<file path="config.mk">
export PLATFORM = sky130hd
export DESIGN_NAME = id_imm_stage
export DESIGN_NICKNAME = d
export VERILOG_FILES = /design/src/rtl/id_imm_stage_pkg.sv /design/src/rtl/instr_sign_ext.sv /design/src/rtl/opcode_classifier.sv /design/src/rtl/id_imm_stage.sv
export SDC_FILE = /design/constraint.sdc
export NUM_CORES = 1
export LEC_CHECK = 0
export CORE_MARGIN = 1.5
export CORE_UTILIZATION = 40
export DETAILED_ROUTE_END_ITERATION = 12
export DONT_BUFFER_PORTS = 1
export GPL_TIMING_DRIVEN = 0
export MAX_ROUTING_LAYER = met4
export REMOVE_ABC_BUFFERS = 1
export SETUP_SLACK_MARGIN = 0.15
export SLEW_MARGIN = 20
export SYNTH_ARGS = -nofsm -noshare
export SYNTH_HDL_FRONTEND = slang
export SYNTH_SLANG_ARGS = --single-unit
</file>
<file path="constraint.sdc">
create_clock -name clk -period 1.7 [get_ports clk]
set_input_delay 0.255 -clock clk [delete_from_list [all_inputs] [get_ports clk]]
set_output_delay 0.255 -clock clk [all_outputs]
set_load 0.02 [all_outputs]
</file>
<file path="src/rtl/id_imm_stage_pkg.sv">
// rtl/id_imm_stage_pkg.sv - shared widths, opcodes, one-hot format indices and stage encoding
package id_imm_stage_pkg;

  localparam int XLEN_BUS = 64;
  localparam int INST_BUS = 32;

  localparam logic [6:0] OPC_LUI      = 7'b0110111;
  localparam logic [6:0] OPC_AUIPC    = 7'b0010111;
  localparam logic [6:0] OPC_JAL      = 7'b1101111;
  localparam logic [6:0] OPC_JALR     = 7'b1100111;
  localparam logic [6:0] OPC_LOAD     = 7'b0000011;
  localparam logic [6:0] OPC_OP_IMM   = 7'b0010011;
  localparam logic [6:0] OPC_OP_IMM32 = 7'b0011011;
  localparam logic [6:0] OPC_SYSTEM   = 7'b1110011;
  localparam logic [6:0] OPC_FENCE    = 7'b0001111;
  localparam logic [6:0] OPC_BRANCH   = 7'b1100011;
  localparam logic [6:0] OPC_STORE    = 7'b0100011;
  localparam logic [6:0] OPC_OP       = 7'b0110011;
  localparam logic [6:0] OPC_OP32     = 7'b0111011;

  // One-hot immediate format vector is {B,I,J,S,U}
  localparam int INST_TYPE_W = 5;
  localparam int INST_TYPE_B = 4;
  localparam int INST_TYPE_I = 3;
  localparam int INST_TYPE_J = 2;
  localparam int INST_TYPE_S = 1;
  localparam int INST_TYPE_U = 0;

  typedef enum logic [1:0] {
    STAGE_EMPTY = 2'd0,
    STAGE_ONE   = 2'd1,
    STAGE_FULL  = 2'd2
  } stage_e;

endpackage

</file>
<file path="src/rtl/instr_sign_ext.sv">
// rtl/instr_sign_ext.sv - immediate extraction and sign extension to XLEN
module instr_sign_ext
  import id_imm_stage_pkg::*;
#(
  parameter int XLEN = XLEN_BUS
) (
  input  logic [31:0]            instr_i,
  input  logic [INST_TYPE_W-1:0] instr_type_i,
  output logic [XLEN-1:0]        imm_o
);

  logic [31:0] imm32;

  always_comb begin
    imm32 = '0;
    unique case (1'b1)
      instr_type_i[INST_TYPE_I]: imm32 = {{20{instr_i[31]}}, instr_i[31:20]};
      instr_type_i[INST_TYPE_S]: imm32 = {{20{instr_i[31]}}, instr_i[31:25], instr_i[11:7]};
      instr_type_i[INST_TYPE_B]: imm32 = {{19{instr_i[31]}}, instr_i[31], instr_i[7],
                                          instr_i[30:25], instr_i[11:8], 1'b0};
      instr_type_i[INST_TYPE_U]: imm32 = {instr_i[31:12], 12'h000};
      instr_type_i[INST_TYPE_J]: imm32 = {{11{instr_i[31]}}, instr_i[31], instr_i[19:12],
                                          instr_i[20], instr_i[30:21], 1'b0};
      default:                   imm32 = '0;
    endcase
  end

  generate
    if (XLEN > 32) begin : g_wide
      assign imm_o = {{(XLEN-32){imm32[31]}}, imm32};
    end else begin : g_narrow
      assign imm_o = imm32;
    end
  endgenerate

endmodule

</file>
<file path="src/rtl/opcode_classifier.sv">
// rtl/opcode_classifier.sv - opcode to one-hot immediate format and illegal flag
module opcode_classifier
  import id_imm_stage_pkg::*;
(
  input  logic [6:0]             opcode_i,
  output logic [INST_TYPE_W-1:0] instr_type_o,
  output logic                   illegal_o
);

  always_comb begin
    instr_type_o = '0;
    illegal_o    = 1'b0;
    case (opcode_i)
      OPC_LUI, OPC_AUIPC:                 instr_type_o[INST_TYPE_U] = 1'b1;
      OPC_JAL:                            instr_type_o[INST_TYPE_J] = 1'b1;
      OPC_JALR, OPC_LOAD, OPC_OP_IMM,
      OPC_OP_IMM32, OPC_SYSTEM, OPC_FENCE: instr_type_o[INST_TYPE_I] = 1'b1;
      OPC_BRANCH:                         instr_type_o[INST_TYPE_B] = 1'b1;
      OPC_STORE:                          instr_type_o[INST_TYPE_S] = 1'b1;
      OPC_OP, OPC_OP32:                   instr_type_o = '0;
      // Includes every word whose low two bits are not 2'b11
      default:                            illegal_o = 1'b1;
    endcase
  end

endmodule

</file>
<file path="src/rtl/id_imm_stage.sv">
// rtl/id_imm_stage.sv - decode front end: classify, build immediate, two-entry skid buffer
module id_imm_stage
  import id_imm_stage_pkg::*;
#(
  parameter int XLEN   = XLEN_BUS,
  parameter int INST_W = INST_BUS
) (
  input  logic                   clk,
  input  logic                   rst_n,
  input  logic                   flush,
  input  logic                   in_valid,
  output logic                   in_ready,
  input  logic [INST_W-1:0]      in_instr,
  input  logic [XLEN-1:0]        in_pc,
  output logic                   out_valid,
  input  logic                   out_ready,
  output logic [INST_W-1:0]      out_instr,
  output logic [XLEN-1:0]        out_pc,
  output logic [INST_TYPE_W-1:0] out_instr_type,
  output logic [XLEN-1:0]        out_imm,
  output logic                   out_illegal
);

  logic [INST_TYPE_W-1:0] type_d;
  logic                   illegal_d;
  logic [XLEN-1:0]        imm_d;

  opcode_classifier u_classifier (
    .opcode_i     (in_instr[6:0]),
    .instr_type_o (type_d),
    .illegal_o    (illegal_d)
  );

  instr_sign_ext #(.XLEN(XLEN)) u_sign_ext (
    .instr_i      (in_instr),
    .instr_type_i (type_d),
    .imm_o        (imm_d)
  );

  stage_e                 state_q;
  logic                   out_valid_q;
  logic                   in_ready_q;
  logic [INST_W-1:0]      main_instr_q, skid_instr_q;
  logic [XLEN-1:0]        main_pc_q,    skid_pc_q;
  logic [INST_TYPE_W-1:0] main_type_q,  skid_type_q;
  logic [XLEN-1:0]        main_imm_q,   skid_imm_q;
  logic                   main_ill_q,   skid_ill_q;

  logic acc, pop;
  assign acc = in_valid & in_ready_q;
  assign pop = out_valid_q & out_ready;

  always_ff @(posedge clk or negedge rst_n) begin
    if (!rst_n) begin
      state_q      <= STAGE_EMPTY;
      out_valid_q  <= 1'b0;
      in_ready_q   <= 1'b1;
      main_instr_q <= '0;
      main_pc_q    <= '0;
      main_type_q  <= '0;
      main_imm_q   <= '0;
      main_ill_q   <= 1'b0;
      skid_instr_q <= '0;
      skid_pc_q    <= '0;
      skid_type_q  <= '0;
      skid_imm_q   <= '0;
      skid_ill_q   <= 1'b0;
    end else if (flush) begin
      state_q     <= STAGE_EMPTY;
      out_valid_q <= 1'b0;
      in_ready_q  <= 1'b1;
    end else begin
      case (state_q)
        STAGE_EMPTY: begin
          if (acc) begin
            main_instr_q <= in_instr;
            main_pc_q    <= in_pc;
            main_type_q  <= type_d;
            main_imm_q   <= imm_d;
            main_ill_q   <= illegal_d;
            state_q      <= STAGE_ONE;
            out_valid_q  <= 1'b1;
          end
        end
        STAGE_ONE: begin
          if (acc && pop) begin
            main_instr_q <= in_instr;
            main_pc_q    <= in_pc;
            main_type_q  <= type_d;
            main_imm_q   <= imm_d;
            main_ill_q   <= illegal_d;
          end else if (acc) begin
            skid_instr_q <= in_instr;
            skid_pc_q    <= in_pc;
            skid_type_q  <= type_d;
            skid_imm_q   <= imm_d;
            skid_ill_q   <= illegal_d;
            state_q      <= STAGE_FULL;
            in_ready_q   <= 1'b0;
          end else if (pop) begin
            state_q     <= STAGE_EMPTY;
            out_valid_q <= 1'b0;
          end
        end
        STAGE_FULL: begin
          if (pop) begin
            main_instr_q <= skid_instr_q;
            main_pc_q    <= skid_pc_q;
            main_type_q  <= skid_type_q;
            main_imm_q   <= skid_imm_q;
            main_ill_q   <= skid_ill_q;
            state_q      <= STAGE_ONE;
            in_ready_q   <= 1'b1;
          end
        end
        default: begin
          state_q     <= STAGE_EMPTY;
          out_valid_q <= 1'b0;
          in_ready_q  <= 1'b1;
        end
      endcase
    end
  end

  assign in_ready       = in_ready_q;
  assign out_valid      = out_valid_q;
  assign out_instr      = main_instr_q;
  assign out_pc         = main_pc_q;
  assign out_instr_type = main_type_q;
  assign out_imm        = main_imm_q;
  assign out_illegal    = main_ill_q;

endmodule

</file>
==> results.tsv <==
stage	metric	value	unit
timing	final hold vios	272	
yosys	Synth Instances	1378	
critical_path	CP Max Fanout	5	
cts	TritonCTS Buffers	31	
hold_path	class of the worst hold path	input port to async pin	
timing	final worst path period need	2.24	ns
die	IO Pins	269	
die	DIE WIDTH	176	um
critical_path	FF-to-FF path depth	10	
job	max cap viols	0	
timing	total negative slack	-119.05	ns
timing	Rel. slew slack	50.6	%
yosys	number of enable flip-flop cells after synthesis	0	
cells_and_area	final instance count without filler cells	1992	
cells_and_area	Fillers	2239	
cts	H-tree Lvls	1	
routing	DRT antenna net count	0	
cts	TritonCTS sink count	272	
die	Initial Util	40.5	%
placement	PortBufs	0	
grt	vias in the first global route	11300	
critical_path	WP buf/inv	5	
grt	largest net degree at the start of global routing	273	
yosys	Top FF cell, synth	dfrtp_1	
routing	DRC viols	0	
grt	Congestion Overflow GR	0	
timing	unrepaired setup endpoints after global routing	yes	
timing	fin. max-slew vios	0	
placement	post-DP HPWL	20.0	mm
cells_and_area	final core occ	63.9	%
grt	total track usage	29.3	%
critical_path	critical path arrival	2.69	ns
cts	CTS Hold Bufs	99	
power_and_ir_drop	standby leakage power	8.01	nW
cts	Reg clk slew, reported paths	0.06	ns
die	Die Y	176	um
critical_path	CP Cell Sequence	nand3b_4 > a21oi_4 > o21ba_4 > buf_12 > buf_16 > buf_16 > buf_12 > buf_16 > nor2_4 > a31oi_1	
routing	Via density	5.69	
critical_path	Most common cell on crit path	buf_16	
cts	clock latency on the worst-skew pair	0.56	ns
critical_path	Crit Path Category	flip-flop to flip-flop	
timing	Achievable Freq	0.446	GHz
critical_path	WP data required	2.15	ns
critical_path	Worst path slowest cell	dfstp_2	
die	DIE AREA	31100	um2
placement	gpl congestion	0.789	
grt	antenna violations before repair	0	
cts	CTS tree	done	
die	row count	63	
cells_and_area	final net count	1680	
routing	Routed WL	47.2	mm
routing	first drt pass iteration count	5	
run_status	outcome	complete, but fails checks	
run_status	violated checks	hold timing, setup timing	
yosys	fraction of registers with async set/reset	100	%
critical_path	reg2reg setup slack	-0.54	ns
yosys	Seq/Total Area, Yosys	56.7	%
timing	Worst Slack Setup Final	-0.540	ns
routing	vias post-DR	11300	
timing	worst-case clock skew	0.0156	ns
yosys	synthesized area	12000	um2
critical_path	R2R Path End	out_pc[62]	
critical_path	Worst Setup End Kind	flip-flop	
critical_path	CP startpoint kind	flip-flop	
yosys	post-synth cell types	51	
power_and_ir_drop	Worst IR Drop VDD	2.20	mV
grt	first-pass GRT wire length	67.6	mm
critical_path	Critical R2R Launch	in_ready	
critical_path	CP Depth	10	
yosys	yosys warns	0	
yosys	Avg Cell Area, Syn	8.72	um2
routing	Starting DRT DRC Count	868	
cts	Clock Tree Root	clkbuf_16	
power_and_ir_drop	Cell Pwr Density	1520	nW/um2
yosys	Yosys reg bits	272	
placement	dpl cells	1673	
critical_path	Crit path max-delay family	buffers and inverters	
cells_and_area	Syn-to-layout area delta	57.5	%
timing	Slew @ Worst Pin	0.739	ns
routing	wire per inst	23.7	um
timing	period utilization	132	%
cells_and_area	# diodes	0	
cells_and_area	share of cells above drive strength 1	38.9	%
timing	hold slack	-0.610	ns
critical_path	CP peak stage delay	0.64	ns
timing	# setup viols final	291	
die	core area	29600	um2
cts	clock buffer depth	3	
cell usage in the layout (no fill, tap or decap), types with 6 or more instances in the layout:
| master | instances |
|---|---|
| a211oi_2 | 19 |
| a21oi_1 | 14 |
| a21oi_2 | 26 |
| a22o_1 | 6 |
| a31oi_1 | 96 |
| a31oi_4 | 6 |
| a32oi_1 | 7 |
| buf_12 | 38 |
| buf_16 | 48 |
| buf_4 | 24 |
| buf_6 | 41 |
| buf_8 | 23 |
| clkbuf_16 | 36 |
| clkbuf_8 | 13 |
| dfrtp_1 | 267 |
| dlygate4sd3_1 | 99 |
| nand2_1 | 362 |
| nand2_2 | 145 |
| nand2_4 | 31 |
| nand3_1 | 6 |
| nand3_4 | 7 |
| nor2_1 | 65 |
| nor2_2 | 32 |
| nor2_4 | 73 |
| nor3_1 | 10 |
| nor3_2 | 12 |
| o21ai_2 | 6 |
| o21ba_4 | 7 |
logic make-up after synthesis:
group	Yosys count	synth area share, %
flops	272	56.7
simple gates	765	25.3
xor+xnor	2	0.146
buf+inv	126	5.61
mux	1	0.0833
compound gates	212	12.2
cell usage after synthesis, drive strengths merged (2+ instances only):
master	n	area, um2
nand2b	3	18.8
inv	2	7.51
nor2b	2	12.5
clkbuf	35	133
o21bai	2	18.8
nor2	170	656
nand2	540	2030
a211oi	20	240
and2	3	18.8
nor3	24	120
a21oi	43	226
buf	89	534
a22o	6	52.6
and3b	3	26.3
nand3	8	40.0
dfrtp	271	6780
and3	2	12.5
a32oi	7	61.3
o21ai	14	70.1
a31oi	103	659
o22ai	7	43.8
nor4	2	18.8
a22oi	5	37.5
nor4bb	3	30.0
report_power, final:
group,leakage (nW),switching (mW),internal (mW)
clock,0.517,2.77,4.04
sequential,3.24,4.64,9.21
combinational,4.26,3.91,4.16
worst reg2reg max path: cells and delay by family, from the launching register on:
kind | cells | cell delay [ns]
buffers and inverters | 5 | 0.65
flip-flops | 1 | 0.64
AO/OA/AOI/OAI | 3 | 0.63
AND/OR/NAND/NOR | 2 | 0.20
worst max path at each step:
stage                     start             end  slack, ns
floorplan              in_ready  skid_imm_q[10]      -6.06
global placement       in_ready   skid_imm_q[5]     -12.40
detailed placement     in_ready      out_pc[58]      -1.42
CTS                 out_imm[62]     out_imm[59]      -0.48
global route           in_ready      out_pc[62]      -0.58
finish                 in_ready      out_pc[62]      -0.54
routing by layer:
| metal | global-route usage, % | part of all wire [%] |
|---|---|---|
| met2 | 48.3 | 49 |
| met3 | 6.65 | 8.1 |
| met1 | 35.9 | 40 |
| met4 | 8.83 | 3.0 |
| met5 | - | 0 |
state kept, by name (all words and copies together) (netlist names):
name            cells
out_imm            32
in_ready            1
skid_imm_q         32
skid_pc_q          64
skid_ill_q          1
out_instr_type      5
out_valid           1
out_instr          32
out_pc             64
out_illegal         1
skid_instr_q       32
skid_type_q         5
state_q             2
layout make-up:
type / instances / area (um2) / area share, %
repair buffers: 279 / 4200 / 22.2
flip-flops and latches: 272 / 6820 / 36.0
multi-input cells: 993 / 6370 / 33.7
clock inverters: 9 / 78.8 / 0.416
well taps: 390 / 488 / 2.58
clock buffers: 47 / 966 / 5.10
inverters: 2 / 7.51 / 0.0397
stage by stage:
| stage | setup slack, ns | total power, mW | instance area [um2] |
|---|---|---|---|
| after floorplan | -6.06 | 15.5 | 11300 |
| after global placement | -12.40 | 16.8 | 11800 |
| after detailed placement | -1.42 | 17.4 | 12400 |
| after CTS | -0.482 | 26.7 | 17500 |
| after global routing | -0.582 | 30.1 | 18900 |
| final | -0.540 | 28.7 | 18900 |
repair_timing:
action	in CTS	in global routing
buffers inserted	87	22
pin swaps	164	109
resized for setup	366	277
hold endpoints to repair	533	272
endpoints found under the setup margin	302	303
gates cloned	51	4
Power figures use the tool's default switching activity.
